<file path="config.mk">
export PLATFORM = sky130hd
export DESIGN_NAME = hamming_scrub_ctrl_flat
export DESIGN_NICKNAME = d
export VERILOG_FILES = /design/src/rtl/hamming_scrub_ctrl_if.sv /design/src/rtl/hamming_scrub_ctrl.sv /design/src/flat_wrapper.sv
export SDC_FILE = /design/constraint.sdc
export NUM_CORES = 1
export LEC_CHECK = 0
export CAP_MARGIN = 20
export CORE_AREA = 4 4 110 112
export DETAILED_ROUTE_END_ITERATION = 12
export DIE_AREA = 0 0 114 116
export PLACE_DENSITY = 0.46
export RECOVER_POWER = 100
export SLEW_MARGIN = 20
export SYNTH_ARGS = -nofsm -noshare
export SYNTH_HDL_FRONTEND = slang
export SYNTH_SLANG_ARGS = --single-unit
</file>
<file path="constraint.sdc">
create_clock -name clk -period 1.85 [get_ports clk]
set_input_delay 0.185 -clock clk [delete_from_list [all_inputs] [get_ports clk]]
set_output_delay 0.185 -clock clk [all_outputs]
set_load 0.02 [all_outputs]
</file>
<file path="src/rtl/hamming_scrub_ctrl_if.sv">
// hamming_scrub_ctrl_if: host request/response bus of the Hamming scrub controller
interface hamming_scrub_ctrl_if;
  logic       host_req, host_we, host_gnt, host_rvalid, host_err;
  logic [7:0] host_addr, host_wdata, host_rdata;
  modport master(output host_req, host_we, host_addr, host_wdata,
                 input host_gnt, host_rvalid, host_rdata, host_err);
  modport slave(input host_req, host_we, host_addr, host_wdata,
                output host_gnt, host_rvalid, host_rdata, host_err);
endinterface

</file>
<file path="src/rtl/hamming_scrub_ctrl.sv">
// hamming_scrub_ctrl: arbitrates host and background scrub access to a Hamming-protected 256x8 SRAM
module hamming_scrub_ctrl #(
  parameter int SCRUB_INTERVAL = 64,
  parameter int STARVE_LIMIT   = 16
) (
  input  logic                 clk,
  input  logic                 rst,
  hamming_scrub_ctrl_if.slave  host,
  input  logic                 i_scrub_en,
  output logic                 o_mem_en,
  output logic                 o_mem_we,
  output logic [7:0]           o_mem_addr,
  output logic [7:0]           o_mem_wdata,
  input  logic [7:0]           i_mem_rdata,
  input  logic                 i_mem_sec,
  input  logic                 i_mem_ded,
  output logic [7:0]           o_sec_cnt,
  output logic [7:0]           o_ded_cnt,
  output logic [7:0]           o_ded_addr,
  output logic                 o_pass_done
);
  localparam int TW = $clog2(SCRUB_INTERVAL);
  localparam int SW = $clog2(STARVE_LIMIT + 1);
  typedef enum logic [1:0] {IDLE, HRSP, SCHK} state_t;
  state_t        r_state, w_next;
  logic [TW-1:0] r_timer;
  logic [SW-1:0] r_starve;
  logic [7:0]    r_haddr, r_ptr, r_sec_cnt, r_ded_cnt, r_ded_addr;
  logic          w_due, w_hit, w_issue, w_chk, w_sec, w_ded;
  assign w_due = r_timer == '0 && i_scrub_en;
  assign w_hit = r_starve == SW'(STARVE_LIMIT);
  assign w_chk = r_state != IDLE;
  // a word flagged both SEC and DED is treated as uncorrectable
  assign w_ded = w_chk && i_mem_ded;
  assign w_sec = w_chk && i_mem_sec && !i_mem_ded;
  assign o_sec_cnt  = r_sec_cnt;
  assign o_ded_cnt  = r_ded_cnt;
  assign o_ded_addr = r_ded_addr;
  always_comb begin
    w_next           = r_state;
    w_issue          = 1'b0;
    host.host_gnt    = 1'b0;
    host.host_rvalid = 1'b0;
    host.host_rdata  = '0;
    host.host_err    = 1'b0;
    o_mem_en         = 1'b0;
    o_mem_we         = 1'b0;
    o_mem_addr       = '0;
    o_mem_wdata      = '0;
    o_pass_done      = 1'b0;
    // reset suppresses every access so a pending write-back is dropped
    if (!rst) begin
      if (r_state == IDLE) begin
        host.host_gnt = host.host_req && !(w_due && w_hit);
        w_issue       = w_due && !host.host_gnt;
        o_mem_en      = host.host_gnt || w_issue;
        o_mem_we      = host.host_gnt && host.host_we;
        o_mem_addr    = host.host_gnt ? host.host_addr : w_issue ? r_ptr : '0;
        o_mem_wdata   = host.host_gnt ? host.host_wdata : '0;
        w_next        = host.host_gnt && !host.host_we ? HRSP : w_issue ? SCHK : IDLE;
      end else begin
        host.host_rvalid = r_state == HRSP;
        host.host_rdata  = r_state == HRSP ? i_mem_rdata : '0;
        host.host_err    = r_state == HRSP && i_mem_ded;
        o_mem_en         = w_sec;
        o_mem_we         = w_sec;
        o_mem_addr       = w_sec ? (r_state == HRSP ? r_haddr : r_ptr) : '0;
        o_mem_wdata      = w_sec ? i_mem_rdata : '0;
        o_pass_done      = r_state == SCHK && r_ptr == 8'hFF;
        w_next           = IDLE;
      end
    end
  end
  always_ff @(posedge clk) begin
    if (rst) begin
      r_state    <= IDLE;
      r_timer    <= TW'(SCRUB_INTERVAL - 1);
      r_starve   <= '0;
      r_haddr    <= '0;
      r_ptr      <= '0;
      r_sec_cnt  <= '0;
      r_ded_cnt  <= '0;
      r_ded_addr <= '0;
    end else begin
      r_state <= w_next;
      if (host.host_gnt) r_haddr <= host.host_addr;
      if (w_issue) r_timer <= TW'(SCRUB_INTERVAL - 1);
      else if (r_state == IDLE && i_scrub_en && r_timer != '0) r_timer <= r_timer - 1'b1;
      if (w_issue) r_starve <= '0;
      else if (host.host_gnt && w_due) r_starve <= r_starve + 1'b1;
      if (r_state == SCHK) r_ptr <= r_ptr + 8'd1;
      if (w_sec && r_sec_cnt != 8'hFF) r_sec_cnt <= r_sec_cnt + 8'd1;
      if (w_ded && r_ded_cnt != 8'hFF) r_ded_cnt <= r_ded_cnt + 8'd1;
      if (w_ded) r_ded_addr <= r_state == HRSP ? r_haddr : r_ptr;
    end
  end
endmodule

</file>
<file path="src/flat_wrapper.sv">
// flat-port wrapper written by rule: the top's interface ports become plain ports
module hamming_scrub_ctrl_flat 
#(
  parameter int SCRUB_INTERVAL = 64,
  parameter int STARVE_LIMIT   = 16
)
  (clk, rst, i_scrub_en, o_mem_en, o_mem_we, o_mem_addr, o_mem_wdata, i_mem_rdata, i_mem_sec, i_mem_ded, o_sec_cnt, o_ded_cnt, o_ded_addr, o_pass_done, host_host_req, host_host_we, host_host_addr, host_host_wdata, host_host_gnt, host_host_rvalid, host_host_rdata, host_host_err);
  hamming_scrub_ctrl_if host_i ();
  input  logic clk;
  input  logic rst;
  input  logic i_scrub_en;
  output logic o_mem_en;
  output logic o_mem_we;
  output logic [7:0] o_mem_addr;
  output logic [7:0] o_mem_wdata;
  input  logic [7:0] i_mem_rdata;
  input  logic i_mem_sec;
  input  logic i_mem_ded;
  output logic [7:0] o_sec_cnt;
  output logic [7:0] o_ded_cnt;
  output logic [7:0] o_ded_addr;
  output logic o_pass_done;
  input wire logic [$bits(host_i.host_req)-1:0] host_host_req;
  input wire logic [$bits(host_i.host_we)-1:0] host_host_we;
  input wire logic [$bits(host_i.host_addr)-1:0] host_host_addr;
  input wire logic [$bits(host_i.host_wdata)-1:0] host_host_wdata;
  output wire logic [$bits(host_i.host_gnt)-1:0] host_host_gnt;
  output wire logic [$bits(host_i.host_rvalid)-1:0] host_host_rvalid;
  output wire logic [$bits(host_i.host_rdata)-1:0] host_host_rdata;
  output wire logic [$bits(host_i.host_err)-1:0] host_host_err;
  assign host_i.host_req = host_host_req;
  assign host_i.host_we = host_host_we;
  assign host_i.host_addr = host_host_addr;
  assign host_i.host_wdata = host_host_wdata;
  assign host_host_gnt = host_i.host_gnt;
  assign host_host_rvalid = host_i.host_rvalid;
  assign host_host_rdata = host_i.host_rdata;
  assign host_host_err = host_i.host_err;
  hamming_scrub_ctrl #(.SCRUB_INTERVAL(SCRUB_INTERVAL), .STARVE_LIMIT(STARVE_LIMIT)) u_core (.clk(clk), .rst(rst), .host(host_i), .i_scrub_en(i_scrub_en), .o_mem_en(o_mem_en), .o_mem_we(o_mem_we), .o_mem_addr(o_mem_addr), .o_mem_wdata(o_mem_wdata), .i_mem_rdata(i_mem_rdata), .i_mem_sec(i_mem_sec), .i_mem_ded(i_mem_ded), .o_sec_cnt(o_sec_cnt), .o_ded_cnt(o_ded_cnt), .o_ded_addr(o_ded_addr), .o_pass_done(o_pass_done));
endmodule
</file>
==> qor.yml <==
outcome:
  status: "finished, violations left"
  violations: "negative setup slack"
yosys:
  syn_inst: 318
  synth_area_leader_cell: "dfxtp_1"
  yosys-top-cells-area: "dfxtp_1 39%, a21oi_1 4.2%, nor2_1 4.1%, ha_1 3.2%, xor2_1 3.2%"
  syn_nets: 356
  yosys.area.top_type_share_pct: 38.72
  synth-main-ff-cell: "dfxtp_1"
  avgSynthCellArea_sq_um: 8.617
  yosys_warnings: 0
  async_reset_ff_share_pct: 0
  synth-edff-count: 0
  ys_ff_latch: 53
  yosys.cell_types.count: 52
  yosysSeqAreaShare_pct: 38.72
  mappedNetlistArea_sq_um: 2740
final_layout:
  antenna_cells: 0
  area_delta_synth_final_pct: 77.17
  final_cell_mix: "63 x buf_4, 53 x clkdlybuf4s50_1, 49 x dfxtp_1"
  num-nets-final: 510
  fillers: 1156
  drive_gt1_share_pct: 35.94
  post-route-util_pct: 43.26
  final_common_cell: "buf_4"
pwr:
  p_int_w: 0.002072
  pwr-share-comb_pct: 16.8
  seq_power_share_pct: 42.8
  switching_share_pct: 25.04
  p_switching_w: 0.0006924
  finalPower_w: 0.002765
  pwr-share-clk_pct: 40.4
  powerDensity_nw_per_um2: 569.5
  p_leak_nw: 2.021
  vdd_drop_max_uv: 359.5
clock_tree:
  cts_made_buffers: 5
  cts_tree: "done"
  clock_latency_ps: 300
  clock_sinks: 53
  clk_pin_slew_worst_paths_ps: 70
  clk_path_buf_depth: 2
  cts_hold_buf: 0
  clockRootBuffer: "clkbuf_16"
  htreeDepth: 2
timing:
  setup_ws_ps: -526.3
  min_period_over_period_pct: 128.4
  timing.max_slew.rel_slack_pct: 60.04
  fin_skew_ps: 10.59
  maxSlewViolCount: 0
  min_period_ps: 2376
  setup_viol: 24
  finalHoldViolations: 0
  fmax_ghz: 0.4208
  tightest_slew_ps: 597.2
  rsz0062_at_grt: "true"
die:
  core_sq_um: 11220
  fp.dieW_microns: 114
  ios: 85
  rows: 39
  initial_core_util_pct: 24.41
  die_y_microns: 116
  die_area_sq_um: 13220
placed_design:
  place_ws_ps: -1066
  dp_hpwl_mm: 6.968
  port_buffers: 84
  gp_congestion: 0.7707
critical_path:
  r2r_start: "u_core.r_timer[2]$_SDFFE_PP1P_"
  reg2reg_slack_ps: -130
  endpoint_kind: "output port"
  cp-startpoint: "u_core.r_timer[2]$_SDFFE_PP1P_"
  start_kind: "flip-flop"
  crit_arrival_ps: 2190
  path_max_fanout: 4
  reg2reg_depth: 7
  critPathRequiredTime_ps: 1660
  crit_type: "reg2out"
  r2r_end: "u_core.r_haddr[3]$_SDFFE_PP0P_"
  crit_end: "o_mem_addr[3]"
route:
  drcViolationCount: 0
  viasPerCell: 4.836
  drtIter0Drc: 110
  drt_pass1_iterations: 6
  wire_per_inst_microns: 15.54
  routed_wl_mm: 9.571
  ant_nets: 0
  vias: 2979
run:
  cap_violations: 0
global_route:
  grt_pass1_wl_mm: 14.95
  grtUsageMet3_pct: 3.499
  grtUsageMet2_pct: 23.97
  antenna_found_initial: 0
  grt_max_degree: 26
  grt_use_met1_pct: 17.76
  grt_pass1_vias: 2985
  grt.total_usage_pct: 14.12
  globalRouteOverflowTotal: 0
  grt-busiest-layer: "met2"
hold_path:
  hold_path.class: "in2reg"
[cells by family (layout without fill, tap and decap cells)]
group                      count (synthesis)  after routing  share of synthesized area, %
muxes                                      6              6                         2.237
DFF                                       53             53                         38.72
adders and majority gates                  7              7                         3.196
xor gates and xnor gates                  16             16                         5.114
buffers and inverters                     25            179                         3.927
AOI/OAI and AO/OA                         89             90                         22.92
and+or+nand+nor                          122            122                         23.88
[area by class of cell]
class | count | area, sq um | area share [%]
inverters | 7 | 26.28 | 0.5412
repair buffers | 164 | 1500 | 30.90
well taps | 143 | 178.9 | 3.686
clock buffers | 5 | 125.1 | 2.577
multi-input cells | 241 | 1909 | 39.33
clock inverters | 3 | 48.80 | 1.005
flip-flops and latches | 53 | 1066 | 21.96
[power groups by stage]
stage / Combinational, W / Clock [W] / Sequential, W
after global placement: 0.000403 / 0 / 0.00121
after global routing: 0.000495 / 0.00120 / 0.00119
after detailed placement: 0.000406 / 0 / 0.00121
final: 0.000463 / 0.00112 / 0.00118
after floorplan: 0.000164 / 0 / 0.00121
after CTS: 0.000440 / 0.00115 / 0.00118
[what timing repair did]
action / in CTS / in global routing
gates cloned: 1 / 1
pin swaps: 13 / 6
gates resized for setup: 183 / 40
setup buffers: 8 / 7
endpoints found under the setup margin: 47 / 44
[Yosys cell counts (3+ instances only)]
master    instances
dfxtp_1          53
nand3_1          11
nand4_1           7
a221o_1           8
a21oi_1          23
nand2_1          22
xor2_1           10
nor2_1           30
a22o_1            8
clkbuf_1         10
and3_1           10
ha_1              7
o21ai_0          15
xnor2_1           6
nor2b_1           6
mux2i_1           5
a31o_2            9
a31oi_1           4
inv_1             7
buf_2             5
a211oi_1          3
nor4_1            4
o211ai_1          6
or3_1             5
and2_1            8
nor4b_1           3
[worst min-delay path by stage]
stage,start,end,slack [ps],depth (start not counted)
floorplan,host_host_we,u_core.r_state[0]$_SDFF_PP0_,260,1
global placement,u_core.r_timer[4]$_SDFFE_PP1P_,u_core.r_timer[4]$_SDFFE_PP1P_,480,2
detailed placement,u_core.r_haddr[5]$_SDFFE_PP0P_,u_core.o_ded_addr[5]$_SDFFE_PP0P_,490,2
CTS,host_host_we,u_core.r_state[0]$_SDFF_PP0_,480,2
global route,host_host_we,u_core.r_state[0]$_SDFF_PP0_,490,2
finish,host_host_we,u_core.r_state[0]$_SDFF_PP0_,480,2
[critical path, stage by stage (launching register included)]
cell     delay [ps]
dfxtp_2         320
or4b_4          590
o31a_1          300
buf_6           130
and2_4          130
a221o_1         280
buf_6           140
[stage by stage]
step | area [sq um] | hold slack [ps] | setup TNS, ps | instances
floorplan | 2845 | 256.6 | -2477 | 318
global placement | 4328 | 479.6 | -28460 | 599
detailed placement | 4328 | 490.4 | -28720 | 599
CTS | 4748 | 476.8 | -8516 | 613
global route | 4855 | 488.7 | -10710 | 616
finish | 4855 | 480.5 | -8759 | 616
[sequential cells by signal (all words and copies together) (netlist names)]
signal / count
u_core.o_ded_addr: 8
u_core.o_ded_cnt: 8
u_core.o_sec_cnt: 8
u_core.r_haddr: 8
u_core.r_ptr: 8
u_core.r_timer: 6
u_core.r_starve: 5
u_core.r_state: 2
[metal layers]
layer,vias to the layer above,part of all wire [%]
met5,-,0
met4,0,1.7
met3,9,5.2
met2,70,48
met1,1399,45
li1,1501,-
No activity file was read; power rests on OpenSTA's default activity.
